[src/rtl/pito_uart_rx_mmio.sv]
// 8N1 UART receiver with a small receive FIFO and a one-cycle-latency
// memory-mapped read port (data pop and sticky status flags) for the pito SoC.
module pito_uart_rx_mmio #(
  parameter int unsigned CLKS_PER_BIT = 434,
  parameter int unsigned FIFO_DEPTH   = 4,
  parameter logic [31:0] DATA_ADDR    = 32'h8000_0004,
  parameter logic [31:0] STAT_ADDR    = 32'h8000_0008
) (
  input  logic        clk,
  input  logic        rst,
  input  logic        rx,
  input  logic        rd_req,
  input  logic        rd_we,
  input  logic [31:0] rd_addr,
  output logic [31:0] rd_rdata,
  output logic        rd_hit,
  output logic        rx_avail
);

  localparam int unsigned CNT_W = $clog2(CLKS_PER_BIT);
  localparam int unsigned PTR_W = $clog2(FIFO_DEPTH);
  localparam logic [CNT_W-1:0] HALF_CNT = CNT_W'(CLKS_PER_BIT / 2 - 1);
  localparam logic [CNT_W-1:0] BIT_END  = CNT_W'(CLKS_PER_BIT - 1);

  typedef enum logic [1:0] {IDLE, START, DATA, STOP} state_t;

  logic             rx_meta, rx_s;
  state_t           state, state_n;
  logic [CNT_W-1:0] cnt, cnt_n;
  logic [2:0]       bit_idx, bit_idx_n;
  logic [7:0]       shreg, shreg_n;
  logic             armed, armed_n;
  logic             push, frm_set;

  // NOTE: every clocked process uses non-blocking assignments so that all
  // flops update together; a blocking assignment here would collapse the
  // two-stage synchronizer into a single stage.
  always_ff @(posedge clk) begin
    if (rst) begin
      rx_meta <= 1'b1;
      rx_s    <= 1'b1;
    end else begin
      rx_meta <= rx;
      rx_s    <= rx_meta;
    end
  end

  // NOTE: every output of this block gets a default before the case so no
  // path leaves a signal unassigned, which would infer a latch.
  always_comb begin
    state_n   = state;
    cnt_n     = cnt;
    bit_idx_n = bit_idx;
    shreg_n   = shreg;
    armed_n   = 1'b0;
    push      = 1'b0;
    frm_set   = 1'b0;
    unique case (state)
      IDLE: begin
        armed_n = armed | rx_s;
        if (armed && !rx_s) begin
          state_n = START;
          cnt_n   = '0;
          armed_n = 1'b0;
        end
      end
      START: begin
        if (cnt == HALF_CNT) begin
          if (!rx_s) begin
            state_n   = DATA;
            cnt_n     = '0;
            bit_idx_n = '0;
          end else begin
            state_n = IDLE;
          end
        end else begin
          cnt_n = cnt + CNT_W'(1);
        end
      end
      DATA: begin
        if (cnt == BIT_END) begin
          cnt_n     = '0;
          shreg_n   = {rx_s, shreg[7:1]};
          bit_idx_n = bit_idx + 3'd1;
          if (bit_idx == 3'd7) state_n = STOP;
        end else begin
          cnt_n = cnt + CNT_W'(1);
        end
      end
      STOP: begin
        if (cnt == BIT_END) begin
          push    = rx_s;
          frm_set = !rx_s;
          state_n = IDLE;
        end else begin
          cnt_n = cnt + CNT_W'(1);
        end
      end
      default: state_n = IDLE;
    endcase
  end

  always_ff @(posedge clk) begin
    if (rst) begin
      state   <= IDLE;
      cnt     <= '0;
      bit_idx <= '0;
      shreg   <= '0;
      armed   <= 1'b0;
    end else begin
      state   <= state_n;
      cnt     <= cnt_n;
      bit_idx <= bit_idx_n;
      shreg   <= shreg_n;
      armed   <= armed_n;
    end
  end

  // Receive FIFO; the extra pointer bit separates full from empty.
  logic [7:0]     mem [FIFO_DEPTH];
  logic [PTR_W:0] wr_ptr, rd_ptr, wr_ptr_n, rd_ptr_n;
  logic           empty, full, pop, push_ok, ovr_set;
  logic           data_rd, stat_rd;
  logic           frm, ovr;
  logic [7:0]     head;

  assign empty   = (wr_ptr == rd_ptr);
  assign full    = (wr_ptr[PTR_W] != rd_ptr[PTR_W]) &&
                   (wr_ptr[PTR_W-1:0] == rd_ptr[PTR_W-1:0]);
  assign head    = mem[rd_ptr[PTR_W-1:0]];
  assign data_rd = rd_req && !rd_we && (rd_addr == DATA_ADDR);
  assign stat_rd = rd_req && !rd_we && (rd_addr == STAT_ADDR);
  assign pop     = data_rd && !empty;
  // A pop in the same cycle frees the slot, so a full FIFO still accepts.
  assign push_ok = push && (!full || pop);
  assign ovr_set = push && full && !pop;
  assign wr_ptr_n = push_ok ? wr_ptr + (PTR_W + 1)'(1) : wr_ptr;
  assign rd_ptr_n = pop     ? rd_ptr + (PTR_W + 1)'(1) : rd_ptr;

  // NOTE: the storage array has no reset; only the pointers define which
  // entries are valid, so clearing the data would buy nothing.
  always_ff @(posedge clk) begin
    if (push_ok) mem[wr_ptr[PTR_W-1:0]] <= shreg;
  end

  always_ff @(posedge clk) begin
    if (rst) begin
      wr_ptr   <= '0;
      rd_ptr   <= '0;
      frm      <= 1'b0;
      ovr      <= 1'b0;
      rd_hit   <= 1'b0;
      rd_rdata <= '0;
      rx_avail <= 1'b0;
    end else begin
      wr_ptr   <= wr_ptr_n;
      rd_ptr   <= rd_ptr_n;
      frm      <= frm_set | (frm & !stat_rd);
      ovr      <= ovr_set | (ovr & !stat_rd);
      rd_hit   <= data_rd | stat_rd;
      rx_avail <= (wr_ptr_n != rd_ptr_n);
      if (data_rd)      rd_rdata <= {24'b0, empty ? 8'h00 : head};
      else if (stat_rd) rd_rdata <= {28'b0, frm, ovr, full, !empty};
      else              rd_rdata <= '0;
    end
  end

endmodule

[config.mk]
export PLATFORM = sky130hd
export DESIGN_NAME = pito_uart_rx_mmio
export DESIGN_NICKNAME = d
export VERILOG_FILES = /design/src/rtl/pito_uart_rx_mmio.sv
export SDC_FILE = /design/constraint.sdc
export NUM_CORES = 1
export LEC_CHECK = 0
export ABC_AREA = 1
export CORE_ASPECT_RATIO = 2
export CORE_UTILIZATION = 56
export CTS_CLUSTER_DIAMETER = 50
export DETAILED_ROUTE_END_ITERATION = 8
export GPL_ROUTABILITY_DRIVEN = 0
export PLACE_DENSITY = 0.85
export SKIP_LAST_GASP = 1
export SYNTH_ARGS = -nofsm -noshare
export SYNTH_HDL_FRONTEND = slang
export SYNTH_SLANG_ARGS = --single-unit
export TNS_END_PERCENT = 100
[constraint.sdc]
create_clock -name clk -period 5.7 [get_ports clk]
set_clock_uncertainty 0.05 [all_clocks]
set_input_delay 1.425 -clock clk [delete_from_list [all_inputs] [get_ports clk]]
set_output_delay 1.425 -clock clk [all_outputs]
set_load 0.005 [all_outputs]
==> reports/metrics.yaml <==
status: "completed"
dieArea_sq_um: 7180
fp.dieW_um: 60.4
areaGrowthSynthToFinish_pct: 19.1
grt_usage_pct: 27.5
vias: 3201
tns_ns: 0
vias_per_cell: 5.20
globalRouteMet3Util_pct: 7.27
cts-htree-levels: 3
worst_pin_slew_ns: 0.738
antenna_cells: 0
cp_max_fo: 8
multi_input_area_sq_um: 1670
synth_area_sq_um: 3820
ys_types: 38
drcViolationCount: 0
cellLeakagePower_nw: 1.91
antenna_found_initial: 0
max_slew_margin_pct: 50.6
critPathLaunchType: "input pin"
cts_root_buf: "clkbuf_16"
power.density_nw_per_um2: 267
clkSinkCount: 75
rsz0062_at_grt: "no"
synth_area_per_cell_sq_um: 8.07
die_y_um: 119
crit_slowest_cell: "nor2_1"
clk_path_buf_depth: 2
synthCells: 474
drv_slew: 0
path_common_cell: "nor2_1"
layout_common_cells: "100 x nor2_1, 78 x nand2_1, 46 x inv_1, 46 x clkdlybuf4s50_1, 43 x dfxtp_1"
dr.pass1.iters: 4
cpPeakStageDelay_ns: 0.58
numCtsBuffers: 9
num-fill-cells: 525
rows: 42
ff_latch_area_sq_um: 1820
finalSetupViolations: 0
core-area_sq_um: 6620
final.period_utilization_pct: 60.4
cts_setup_buffers: 0
numPortBuffers: 46
finalPower_mw: 1.22
cap_violations: 0
required_ns: 5.61
stdcell_count: 615
grt_pass1_wl_um: 14300
clk_pin_slew_ns: 0.05
cts_tree: "done"
drtIter0Drc: 149
gr-total-overflow: 0
hp-class: "flip-flop to flip-flop"
holdBufCountCts: 0
path_cells: "clkdlybuf4s50_1 > nor2_1 > nand2_1 > inv_1 > nand2_1 > nor2_1 > nand3_1 > nand2_2 > nand2_4 > nor2_1"
wirelength_um: 8880
synth.yosys.seq_area_share_pct: 47.6
hold_viol: 0
dp_hpwl_um: 6670
wire_per_inst_um: 14.4
grt_pass1_vias: 3198
io_pins: 71
synthArstFlopShare_pct: 0
place_inst: 599
crit_buf_inv: 2
grt_util_met1_pct: 24.6
whs_ns: 0.358
crit_type: "input pin to flip-flop"
busiest_layer: "met2"
crit_path_end_kind: "flip-flop"
ant_nets: 0
ir_drop_mv: 0.295
synth-edff-count: 32
fmax_mhz: 290
ys_warn_count: 0
cp.arrival_ns: 3.36
drive_above_1_share_pct: 7.02
layout.nets: 569
layout_commonest_cell: "nor2_1"
yosys_register_bits: 75
start_util_pct: 57.8
use_met2_pct: 48.7
synth_flop_cell: "dfxtp_1"
clkLatencyLatePin_ns: 0.34
path_delay_family: "simple AND/OR/NAND/NOR gates"
cts_resized: 0
grt_max_degree: 21
fin_crit_ns: 3.44
## power by group
part | total (mW) | switching [mW] | leakage (nW) | internal [mW]
registers | 0.566 | 0.00454 | 0.720 | 0.561
clock network | 0.558 | 0.208 | 0.143 | 0.351
logic | 0.0936 | 0.0520 | 1.05 | 0.0415
## cell usage after synthesis (3+ instances only)
master	number	area, sq um
nand3_1	22	110
nand2_2	6	37.5
nand2_1	78	293
o22ai_1	3	18.8
inv_1	46	173
a211oi_1	4	30.0
o21ai_0	30	150
nor2_1	100	375
buf_4	26	195
nand4_1	6	37.5
a21oi_1	24	120
clkbuf_1	4	15.0
nor3_2	3	30.0
ha_1	10	125
nand2_4	3	33.8
edfxtp_1	32	961
xnor2_1	4	35.0
nor3_1	6	30.0
dfxtp_1	43	861
## sequential cells by signal, indices dropped and copies added, names as in the netlist, named ones only
name,flops
rd_ptr,3
rd_hit,1
ovr,1
wr_ptr,3
rx_meta,1
armed,1
mem,32
cnt,9
state,1
rx_s,1
rx_avail,1
frm,1
bit_idx,3
shreg,8
rd_rdata,8
## metal layers
layer / routed length [um] / share of wire, % / vias up
met2: 5060 / 57 / 114
met5: 0 / 0 / -
met1: 2920 / 33 / 1461
met3: 459 / 5.2 / 34
met4: 433 / 4.9 / 0
li1: - / - / 1592
## worst register-to-register path, stage by stage, from the launching register on
cell and delay (ns):
dfxtp_1 0.78, xnor2_1 0.23, nand2_1 0.14, nor2_2 0.06
nand2_2 0.20, nand2_4 0.12, nor2_1 0.58
## worst paths after layout
| check | cells past startpoint | to | slack, ns | from |
|---|---|---|---|---|
| worst max register to register | 6 | mem[1][0] | 3.15 | rd_ptr[0] |
| worst min register to register | 1 | rx_s | 0.36 | rx_meta |
| worst max-delay path | 10 | mem[1][0] | 2.26 | rd_addr[23] |
| worst min-delay path | 1 | rx_s | 0.36 | rx_meta |
## cell families (layout without fill, tap and decap cells)
logic type               after synthesis  in the layout  share of synthesized area [%]
buffers and inverters                 82            112                           10.9
AND/OR/NAND/NOR                      236            236                           27.6
AO/OA/AOI/OAI                         65             65                           9.32
other                                  1             24                         0.0980
flip-flops                            75             75                           47.6
XOR/XNOR                               5              5                           1.14
adder cells (fa/ha/maj)               10             10                           3.27
## metrics by stage
stage / utilization (%) / area [sq um] / setup WS [ns]
floorplan: - / 3910 / 2.77
global placement: 64.3 / 4260 / 1.97
detailed placement: 64.3 / 4260 / 1.89
CTS: 68.8 / 4550 / 2.23
global route: 68.8 / 4550 / 2.03
finish: 68.8 / 4550 / 2.26
## layout make-up
class	count	share of cell area (%)
inverters	50	4.23
clock buffers	12	5.41
flip-flops and latches	75	40.0
well taps	88	2.42
clock inverters	4	1.13
multi-input cells	340	36.7
repair buffers	46	10.1
(Power assumes the default switching activity.)
==> RTL change (same flow settings) <==
The parameter `FIFO_DEPTH` goes from 4 to 2.
--- a/src/rtl/pito_uart_rx_mmio.sv
+++ b/src/rtl/pito_uart_rx_mmio.sv
@@ -2,7 +2,7 @@
 // memory-mapped read port (data pop and sticky status flags) for the pito SoC.
 module pito_uart_rx_mmio #(
   parameter int unsigned CLKS_PER_BIT = 434,
-  parameter int unsigned FIFO_DEPTH   = 4,
+  parameter int unsigned FIFO_DEPTH   = 2,
   parameter logic [31:0] DATA_ADDR    = 32'h8000_0004,
   parameter logic [31:0] STAT_ADDR    = 32'h8000_0008
 ) (
Check against the original RTL: same outputs for any inputs over 10 cycles, from zero or initial values and one cycle with rst high; that may be too few to reach the edited logic, so the function may still have changed.
==> RTL change against the unedited design <==
Worst setup slack improved by 0.072 ns. Power fell by 24%. Hold slack improved by 0.014 ns. Area after synthesis fell by 27%. Routed wire length fell by 37%. Sequential cell count fell by 18. Cell area fell by 25%. Critical path type unchanged. First-iteration DRC count fell by 56%.
==> RTL change: results (changes against the unedited design) <==
RESULT_OF_THE_RUN='complete, no violations'  # unchanged
YS_TOP_CELLS_BY_COUNT='sky130_fd_sc_hd__nand2_1, sky130_fd_sc_hd__nor2_1, sky130_fd_sc_hd__dfxtp_1, sky130_fd_sc_hd__inv_1, sky130_fd_sc_hd__buf_4'  # was sky130_fd_sc_hd__nor2_1, sky130_fd_sc_hd__nand2_1, sky130_fd_sc_hd__inv_1, sky130_fd_sc_hd__dfxtp_1, sky130_fd_sc_hd__edfxtp_1
METAL3_WL_UM=351  # was 459 µm
ARRIVAL_NS=3.52  # was 3.36 ns
CP-STARTPOINT='rd_addr[31]'  # was rd_addr[23]
POWER.IR.VDD_WORST_V=0.000274  # was 0.000295 V
CP_MAX_FANOUT=3  # was 8
DRIVE_GT1_SHARE_PCT=8.25  # was 7.02%
GRT_PASS1_VIAS=2269  # was 3,198
YS_TOP_CELLS_BY_AREA='sky130_fd_sc_hd__dfxtp_1, sky130_fd_sc_hd__edfxtp_1, sky130_fd_sc_hd__nand2_1'  # was sky130_fd_sc_hd__edfxtp_1, sky130_fd_sc_hd__dfxtp_1, sky130_fd_sc_hd__nor2_1
NUM-FILL-CELLS=373  # was 525
SYNTH-ADDER-AREA-SHARE_PCT=3.13  # was 3.27%
MET3_USAGE_PCT=6.85  # was 7.27%
CLOCK-ROOT-BUFFER='sky130_fd_sc_hd__clkbuf_8'  # was sky130_fd_sc_hd__clkbuf_16
FINAL_CELLS=469  # was 615
MET1_LENGTH_UM=1800  # was 2920 µm
GRT_START_MAX_NET_PINS=20  # was 21
GROUTE.USAGE.OVERALL_PCT=24.0  # was 27.5%
VIA_COUNT=2365  # was 3,201
FINISH.NET_COUNT=451  # was 569
LARGEST_REG_FLOPS=16  # was 32
DRT-WIRELENGTH-PER-CELL_UM=11.9  # was 14.4 µm
GRT_PASS1_WL_UM=9150  # was 14,300 µm
GRT_USE_MET1_PCT=19.2  # was 24.6%
REGTOREGENDPOINT='rx_avail'  # was mem[1][0]
SYNTH_EDF_COUNT=16  # was 32
PLACE.DETAILED.HPWL_UM=4380  # was 6670 µm
NETLIST-CELL-TYPE-COUNT=32  # was 38
CRITICAL-PATH-SLOWEST-CELL='sky130_fd_sc_hd__clkdlybuf4s50_1'  # was sky130_fd_sc_hd__nor2_1
GR-USAGE-MET2_PCT=46.0  # was 48.7%
DR_WL_MET2_UM=3230  # was 5060 µm
TIMING.CRITICAL_PATH.SLOWEST_CELL_DELAY_NS=0.45  # was 0.58 ns
TIMING.SLEW.HEADROOM_PCT=54.1  # was 50.6%
MULTIPLEXER_SHARE_OF_THE_SYNTHESIZED_AREA_PCT=1.07  # was 0%
POWER_LEAKAGE_nW=1.51  # was 1.91 nW
[RTL change: cell count changes after synthesis, sizes merged, moves of 3 or more]
cell	change
nor2	-43
nand2	-17
edfxtp	-16
o21ai	-13
inv	-7
a211oi	-3
buf	-3
ha	-3
mux2i	+3
nand4	-3
o22ai	-3
[RTL change: per-stage QoR]
stage               worst slack [ns]  power, mW  hold WS, ns  instance area (µm²)
finish                          2.33      0.920        0.372                 3430
global route                    2.11      0.957        0.390                 3430
CTS                             2.29      0.928        0.374                 3430
detailed placement              1.92      0.510        0.357                 3200
global placement                2.05      0.508        0.347                 3200
floorplan                       2.74      0.490        0.339                 2880
[RTL change: final cells by class]
class	instances	area [µm²]	share of cell area, %
sequential	57	1300	37.9
timing repair buffer	46	460	13.4
inverter	42	158	4.60
clock inverter	6	90.1	2.63
multi-input combinational	251	1210	35.3
clock buffer	10	138	4.01
tap	57	71.3	2.08
[RTL change: report_power, final]
part / switching, mW / internal, mW
sequential: 0.00413 / 0.418
combinational: 0.0438 / 0.0356
clock: 0.160 / 0.259
